$ cat config.mk
export PLATFORM = sky130hd
export DESIGN_NAME = stage_3_ex
export DESIGN_NICKNAME = d
export VERILOG_FILES = /design/src/rtl/stage_3_ex.sv
export SDC_FILE = /design/constraint.sdc
export NUM_CORES = 1
export LEC_CHECK = 0
export ABC_AREA = 1
export CAP_MARGIN = 40
export CELL_PAD_IN_SITES_DETAIL_PLACEMENT = 0
export CELL_PAD_IN_SITES_GLOBAL_PLACEMENT = 1
export CORE_MARGIN = 3
export CORE_UTILIZATION = 40
export CTS_CLUSTER_SIZE = 40
export DETAILED_ROUTE_END_ITERATION = 7
export PLACE_DENSITY_LB_ADDON = 0.1
export SYNTH_ARGS = -nofsm -noshare
export SYNTH_HDL_FRONTEND = slang
export SYNTH_SLANG_ARGS = --single-unit
$ cat constraint.sdc
create_clock -name clk -period 9.6 [get_ports clk]
set_input_delay 2.4 -clock clk [delete_from_list [all_inputs] [get_ports clk]]
set_output_delay 2.4 -clock clk [all_outputs]
set_load 0.01 [all_outputs]
$ cat src/rtl/stage_3_ex.sv
// Execute stage: bundle register, ALU, iterative radix-2 divider and data-SRAM request.
// Define STAGE3_DIV_EN to build the divider; without it div_op is ignored and ready_go_3 = 1.
module stage_3_ex (
    input  logic         clk,
    input  logic         reset,
    input  logic         valid_2,
    output logic         allow_3,
    output logic         valid_3,
    input  logic         allow_4,
    input  logic [150:0] stage_2_to_3,
    output logic [38:0]  stage_3_to_4,
    output logic [31:0]  alu_result,
    output logic         data_sram_en,
    output logic [3:0]   data_sram_we,
    output logic [31:0]  data_sram_addr,
    output logic [31:0]  data_sram_wdata
);

    logic [150:0] bundle_q;
    logic [2:0]   div_op;
    logic [11:0]  alu_op;
    logic [31:0]  alu_src1;
    logic [31:0]  alu_src2;
    logic         mem_we;
    logic [31:0]  rkd_value;
    logic         rf_we;
    logic [4:0]   dest;
    logic         res_from_mem;
    logic [31:0]  pc;
    logic         ready_go_3;
    logic [31:0]  alu_out;

    assign {div_op, alu_op, alu_src1, alu_src2, mem_we, rkd_value,
            rf_we, dest, res_from_mem, pc} = bundle_q;

    assign allow_3 = !valid_3 || (ready_go_3 && allow_4);

    always_ff @(posedge clk) begin
        if (reset) begin
            valid_3  <= 1'b0;
            bundle_q <= '0;
        end else begin
            if (allow_3)
                valid_3 <= valid_2;
            if (valid_2 && allow_3)
                bundle_q <= stage_2_to_3;
        end
    end

    // One-hot ALU: each op contributes under its select bit, so all-zero alu_op yields 0.
    logic [31:0] add_res, sub_res, sra_res;
    logic        slt_res, sltu_res;

    assign add_res  = alu_src1 + alu_src2;
    assign sub_res  = alu_src1 - alu_src2;
    assign slt_res  = $signed(alu_src1) < $signed(alu_src2);
    assign sltu_res = alu_src1 < alu_src2;
    assign sra_res  = $unsigned($signed(alu_src1) >>> alu_src2[4:0]);

    assign alu_out = ({32{alu_op[0]}}  & add_res)
                   | ({32{alu_op[1]}}  & sub_res)
                   | ({32{alu_op[2]}}  & {31'd0, slt_res})
                   | ({32{alu_op[3]}}  & {31'd0, sltu_res})
                   | ({32{alu_op[4]}}  & (alu_src1 & alu_src2))
                   | ({32{alu_op[5]}}  & ~(alu_src1 | alu_src2))
                   | ({32{alu_op[6]}}  & (alu_src1 | alu_src2))
                   | ({32{alu_op[7]}}  & (alu_src1 ^ alu_src2))
                   | ({32{alu_op[8]}}  & (alu_src1 << alu_src2[4:0]))
                   | ({32{alu_op[9]}}  & (alu_src1 >> alu_src2[4:0]))
                   | ({32{alu_op[10]}} & sra_res)
                   | ({32{alu_op[11]}} & alu_src2);

`ifdef STAGE3_DIV_EN
    typedef enum logic [1:0] {IDLE, BUSY, DONE} div_state_t;

    div_state_t  div_state, div_next;
    logic [4:0]  div_cnt;
    logic [31:0] div_q, div_r, div_d;
    logic        is_div, src1_neg, src2_neg;
    logic [31:0] abs1, abs2, quot, rem;
    logic [32:0] trial;

    assign is_div     = div_op[2];
    assign ready_go_3 = !is_div || (div_state == DONE);
    assign src1_neg   = div_op[1] && alu_src1[31];
    assign src2_neg   = div_op[1] && alu_src2[31];
    assign abs1       = src1_neg ? -alu_src1 : alu_src1;
    assign abs2       = src2_neg ? -alu_src2 : alu_src2;
    assign trial      = {div_r, div_q[31]} - {1'b0, div_d};

    always_ff @(posedge clk) begin
        if (reset)
            div_state <= IDLE;
        else
            div_state <= div_next;
    end

    always_comb begin
        div_next = div_state;
        case (div_state)
            IDLE:    if (valid_3 && is_div) div_next = BUSY;
            BUSY:    if (div_cnt == 5'd31)  div_next = DONE;
            DONE:    if (valid_3 && allow_4) div_next = IDLE;
            default: div_next = IDLE;
        endcase
    end

    // Restoring step: remainder shifts in the next dividend bit; keep the difference if no borrow.
    always_ff @(posedge clk) begin
        if (reset) begin
            div_cnt <= '0;
            div_q   <= '0;
            div_r   <= '0;
            div_d   <= '0;
        end else if (div_state == IDLE) begin
            if (valid_3 && is_div) begin
                div_cnt <= '0;
                div_q   <= abs1;
                div_r   <= '0;
                div_d   <= abs2;
            end
        end else if (div_state == BUSY) begin
            div_cnt <= div_cnt + 5'd1;
            div_q   <= {div_q[30:0], ~trial[32]};
            div_r   <= trial[32] ? {div_r[30:0], div_q[31]} : trial[31:0];
        end
    end

    always_comb begin
        quot = (src1_neg ^ src2_neg) ? -div_q : div_q;
        rem  = src1_neg ? -div_r : div_r;
        if (alu_src2 == '0) begin
            quot = '1;
            rem  = alu_src1;
        end
    end

    assign alu_result = is_div ? (div_op[0] ? rem : quot) : alu_out;
`else
    logic unused_div_op;

    assign unused_div_op = ^div_op;
    assign ready_go_3    = 1'b1;
    assign alu_result    = alu_out;
`endif

    assign stage_3_to_4    = {rf_we, dest, res_from_mem, pc};
    assign data_sram_en    = valid_3 && (res_from_mem || mem_we) && ready_go_3 && allow_4;
    assign data_sram_we    = {4{valid_3 && mem_we && allow_4}};
    assign data_sram_addr  = alu_result;
    assign data_sram_wdata = rkd_value;

endmodule

; ---- Word-level counts from Yosys, hierarchy flattened
; Cells that the tools add are included.
[word_totals]
regBits = 149
latch_bits = 0
ram_bits = 0
mem_bits_ro = 0
input_bits = 155
out_inout_bits = 142
wordCells = 44
n_memories = 0
[op_classes]
addsub = 2
multipliers = 0
div = 0
magnitude_cmp = 2
eq_ne = 0
shifts = 3
muxes = 0
bitwise = 27
n_reduce_logical = 8
[ops]
columns = op, n
row1 = 32-bit OR, 12
row2 = 32-bit bitwise AND, 11
row3 = 32-bit by 1-bit bitwise AND with 32-bit output, 2
row4 = 32-bit < comparator, 2
row5 = 32-bit adder, 1
row6 = 32-bit NOT, 1
row7 = 32-bit by 5-bit left shift with 32-bit output, 1
row8 = 32-bit by 5-bit >> shifter with 32-bit output, 1
row9 = 32-bit by 5-bit >>> shifter with 32-bit output, 1
row10 = 32-bit subtractor, 1
row11 = 32-bit bitwise XOR, 1
row12 = 1-bit logical AND, 5
row13 = 1-bit logical OR, 2
row14 = 1-bit logical NOT, 1

; ---- Longest topological paths before layout
[logic_depth]
ltp_word = 13
mapped_depth = 19
ltp_nobuf = 15

; ---- Worst setup path before layout
; No wires, ideal clock.
[synth_timing]
path_kind = input port to output port
start = input allow_4
end = output data_sram_we[1]
arrival_ps = 2896
required_time_ps = 7200
path_slack_ps = 4304
cell_stages = 3
path_buffers = 1
path_cell_list = nand2_1 > nor2_1 > buf_4
[synth_between]
elab_chain_cells = 1
[synth_lines]
columns = item, line_no
row1 = "start, declared", 9  ; input logic allow_4,
row2 = 1-bit logical AND, 149  ; assign data_sram_we = {4{valid_3 && mem_we && allow_4}};
row3 = "end, declared", 14  ; output logic [3:0] data_sram_we,
; No other way between the ends.

; ---- Worst setup path in the final report
[layout_timing]
start = register bundle_q[76]
end = output alu_result[9]
[layout_between]
elab_chain_cells = 13
word_cells_on_any_way = 21
classes_between = add/sub: 2 / shift: 3 / bitwise: 16
[layout_lines]
columns = item, line_no
row1 = "start, declared", 19  ; logic [150:0] bundle_q;
row2 = "start signal, assigned", 46  ; bundle_q <= stage_2_to_3;
row3 = 32-bit adder / 32-bit subtractor (equally long branches), "54, 55"
row4 = 32-bit bitwise AND (on tied branches), "60, 61"
row5 = 32-bit OR, 61  ; | ({32{alu_op[1]}} & sub_res)
row6 = 32-bit OR, 62  ; | ({32{alu_op[2]}} & {31'd0, slt_res})
row7 = 32-bit OR, 63  ; | ({32{alu_op[3]}} & {31'd0, sltu_res})
row8 = 32-bit OR, 64  ; | ({32{alu_op[4]}} & (alu_src1 & alu_src2))
row9 = 32-bit OR, 65  ; | ({32{alu_op[5]}} & ~(alu_src1 | alu_src2))
row10 = 32-bit OR, 66  ; | ({32{alu_op[6]}} & (alu_src1 | alu_src2))
row11 = 32-bit OR, 67  ; | ({32{alu_op[7]}} & (alu_src1 ^ alu_src2))
row12 = 32-bit OR, 68  ; | ({32{alu_op[8]}} & (alu_src1 << alu_src2[4:0]))
row13 = 32-bit OR, 69  ; | ({32{alu_op[9]}} & (alu_src1 >> alu_src2[4:0]))
row14 = 32-bit OR *, 70  ; | ({32{alu_op[10]}} & sra_res)
row15 = 32-bit OR *, 71  ; | ({32{alu_op[11]}} & alu_src2);
row16 = "end, declared", 12  ; output logic [31:0] alu_result,
; Mark *: on every way between the ends. The rest lies on a longest branch, timed or not.

==> metrics.yaml <==
floorplan:
  die_h_um: 208
  die-area_sq_um: 43400
  fp.dieW_um: 208
  core_region_area_sq_um: 40100
  start_util_pct: 40.8
  top_level_ports: 297
  rows: 73
sta:
  fmax_ghz: 0.146
  hold_viol: 0
  rsz0062_at_grt: "no"
  slew_viol_final: 0
  post-route-min-period_ns: 6.86
  fin_setup_tns_ns: 0
  slew_headroom_pct: 38.2
  setup_violations: 0
  fin_ws_ns: 2.74
  tightest_slew_ns: 0.924
  fin_worst_skew_ns: 0.0112
  finalCritPeriodShare_pct: 71.5
setup_path:
  start_kind: "flip-flop"
  reg2reg_depth: 5
  path_max_fanout: 25
  path_class: "reg2out"
  cp_cell_sequence: "buf_4 > inv_1 > ha_1 > nor2_1 > nand3_1 > nand3_1 > nand2_1 > nand2_1 > xor2_1 > nor2_1 > nor2_1 > nand2_1 > clkdlybuf4s50_1"
  reg2reg_to: "bundle_q[122]$_SDFFE_PP0P_"
  reg2reg_slack_ns: 7.41
  crit_slowest_cell: "ha_1"
  r2r_start: "valid_3$_SDFFE_PP0N_"
  crit_path_max_incr_delay_ns: 0.60
  crit_required_ns: 7.20
  crit_path_end_kind: "output pin"
  worst_ep_arrival_time_ns: 4.46
synthesis:
  avgSynthCellArea_sq_um: 5.70
  synth_xor_area_share_pct: 0.161
  async_flop_share_pct: 0
  yosysWarnings: 0
  synth_top_cell_by_area: "nand2_1"
  netlist_area_sq_um: 16400
  synth_edf_count: 0
  synth.area.mux_share_pct: 0
  synth_fp_nets: 3126
  synth_flop_cell: "dfxtp_1"
  synthDistinctLibCells: 44
  yosys.area_share.simple_pct: 43.6
  synth_top_family_by_area: "simple AND/OR/NAND/NOR gates"
  ys_ff_latch: 149
  synth_top_cell_area_share_pct: 20.2
  synthTopCellsByArea: "nand2_1 (20%), dfxtp_1 (18%), nand3_1 (14%), ha_1 (7.4%), inv_1 (7.1%)"
  syn_inst: 2872
  synth_compound_area_share_pct: 13.3
  synthTopCellsByCount: "nand2_1 (882), nand3_1 (453), inv_1 (308)"
  yosysSeqAreaShare_pct: 18.2
  synthAdderAreaFrac_pct: 7.66
  yosysMostFrequentCell: "nand2_1"
placement:
  dp_hpwl_um: 56700
  place_congestion: 1.02
  port_buffers: 293
  place_ws_ns: 3.28
cts:
  ctsResizeCount: 0
  htreeDepth: 4
  post-cts-setup-buffers: 0
  numCtsBuffers: 17
  cts_root_buffer: "clkbuf_16"
  tritoncts: "built"
  clockBufferDepth: 2
  path_clk_slew_ns: 0.06
  clock-sinks: 149
  cts_hold_buf: 0
  clock_latency_ns: 0.47
routing:
  drcViolationCount: 0
  routed_wl_um: 73300
  first_pass_iters: 6
  drt-initial-drc-count: 2084
  drtAntennaViolNets: 0
  vias_per_cell: 5.53
  vias: 19200
  drt-wirelength-per-cell_um: 21.1
hold_path:
  min_path_type: "reg2reg"
  min-delay-start: "bundle_q[56]$_SDFFE_PP0P_"
  hold-path-endpoint: "bundle_q[56]$_SDFFE_PP0P_"
  hold_depth: 2
global_routing:
  grt_pass1_vias: 17700
  grt_use_total_pct: 32.5
  antenna_found_initial: 0
  grt_start_max_net_pins: 178
  grt_pass1_wl_um: 109000
  overflow: 0
pwr:
  peakVddDrop_v: 0.000151
  power_density_nw_per_um2: 146
  fin_total_pwr_mw: 2.81
  leakagePower_nw: 8.98
final_layout:
  layout-drive-gt1-share_pct: 3.28
  nets: 3194
  antennaDiodeCount: 0
  final_util_pct: 47.8
  areaGrowthSynthToFinish_pct: 17.2
job:
  maxCapViolCount: 0
status:
  status: "completed"
## placed cells by master, fill, tap and decap left out, types with 22 or more instances in the layout
cell,Yosys,final
nor2_1,242,242
dfxtp_1,149,146
nand2_1,882,881
buf_4,116,22
inv_1,308,307
o21ai_0,64,64
nand4_1,22,22
ha_1,97,97
nand3_1,453,453
a21oi_1,150,150
a211oi_1,81,81
clkdlybuf4s50_1,0,292
## area by class of cell
type	count	area [sq um]
repair buffers	318	3150
clock inverters	12	166
inverters	312	1180
fillers	4289	20900
clock buffers	20	447
flip-flops and latches	149	2990
multi-input cells	2142	10600
well taps	525	657
## worst max-delay path, delay by kind of cell (launching register included)
family	cells	cell delay, ns
buf+inv	3	1.37
simple gates	8	1.54
xor+xnor	1	0.16
fa+ha+maj	1	0.60
flops	1	0.31
## routing by layer
metal / wire length, um / vias to the layer above / GRT usage, %
met1: 31100 / 8689 / 43.0
met2: 31300 / 1014 / 49.3
met5: 0 / - / 0
met4: 4360 / 0 / 17.4
met3: 6520 / 168 / 7.01
li1: - / 9348 / -
## power breakdown
group	switching [mW]	internal [mW]	total [mW]
clock network	0.319	0.421	0.740
registers	0.0556	0.662	0.717
logic	0.857	0.492	1.35
total	1.23	1.57	2.81
## sequential cells by signal, summed over array words and instances (netlist names)
signal and cells:
bundle_q 148, valid_3 1
## per-stage QoR
stage	instances	instance area (sq um)	hold WS, ns
floorplan	2872	16400	0.440
global placement	3443	18500	0.451
detailed placement	3446	18600	0.455
CTS	3478	19200	0.465
global route	3478	19200	0.482
finish	3478	19200	0.465
## worst max-delay path by stage
stage	from	end	cells after the start	slack, ns
2_1_floorplan	allow_4	data_sram_we[1]	3	4.30
3_3_place_gp	allow_4	data_sram_we[2]	4	3.30
3_5_place_dp	allow_4	data_sram_we[2]	4	3.28
4_1_cts	bundle_q[146]$_SDFFE_PP0P_	data_sram_addr[26]	11	2.82
5_1_grt	bundle_q[72]$_SDFFE_PP0P_	data_sram_addr[6]	11	2.58
6_report	bundle_q[76]$_SDFFE_PP0P_	alu_result[9]	13	2.74
## logic make-up after synthesis
family | count (synthesis)
AND/OR/NAND/NOR | 1678
buffers and inverters | 581
AO/OA/AOI/OAI | 362
flip-flops | 149
adder cells (fa/ha/maj) | 99
XOR/XNOR | 3
No activity file was read; power rests on OpenSTA's default activity.
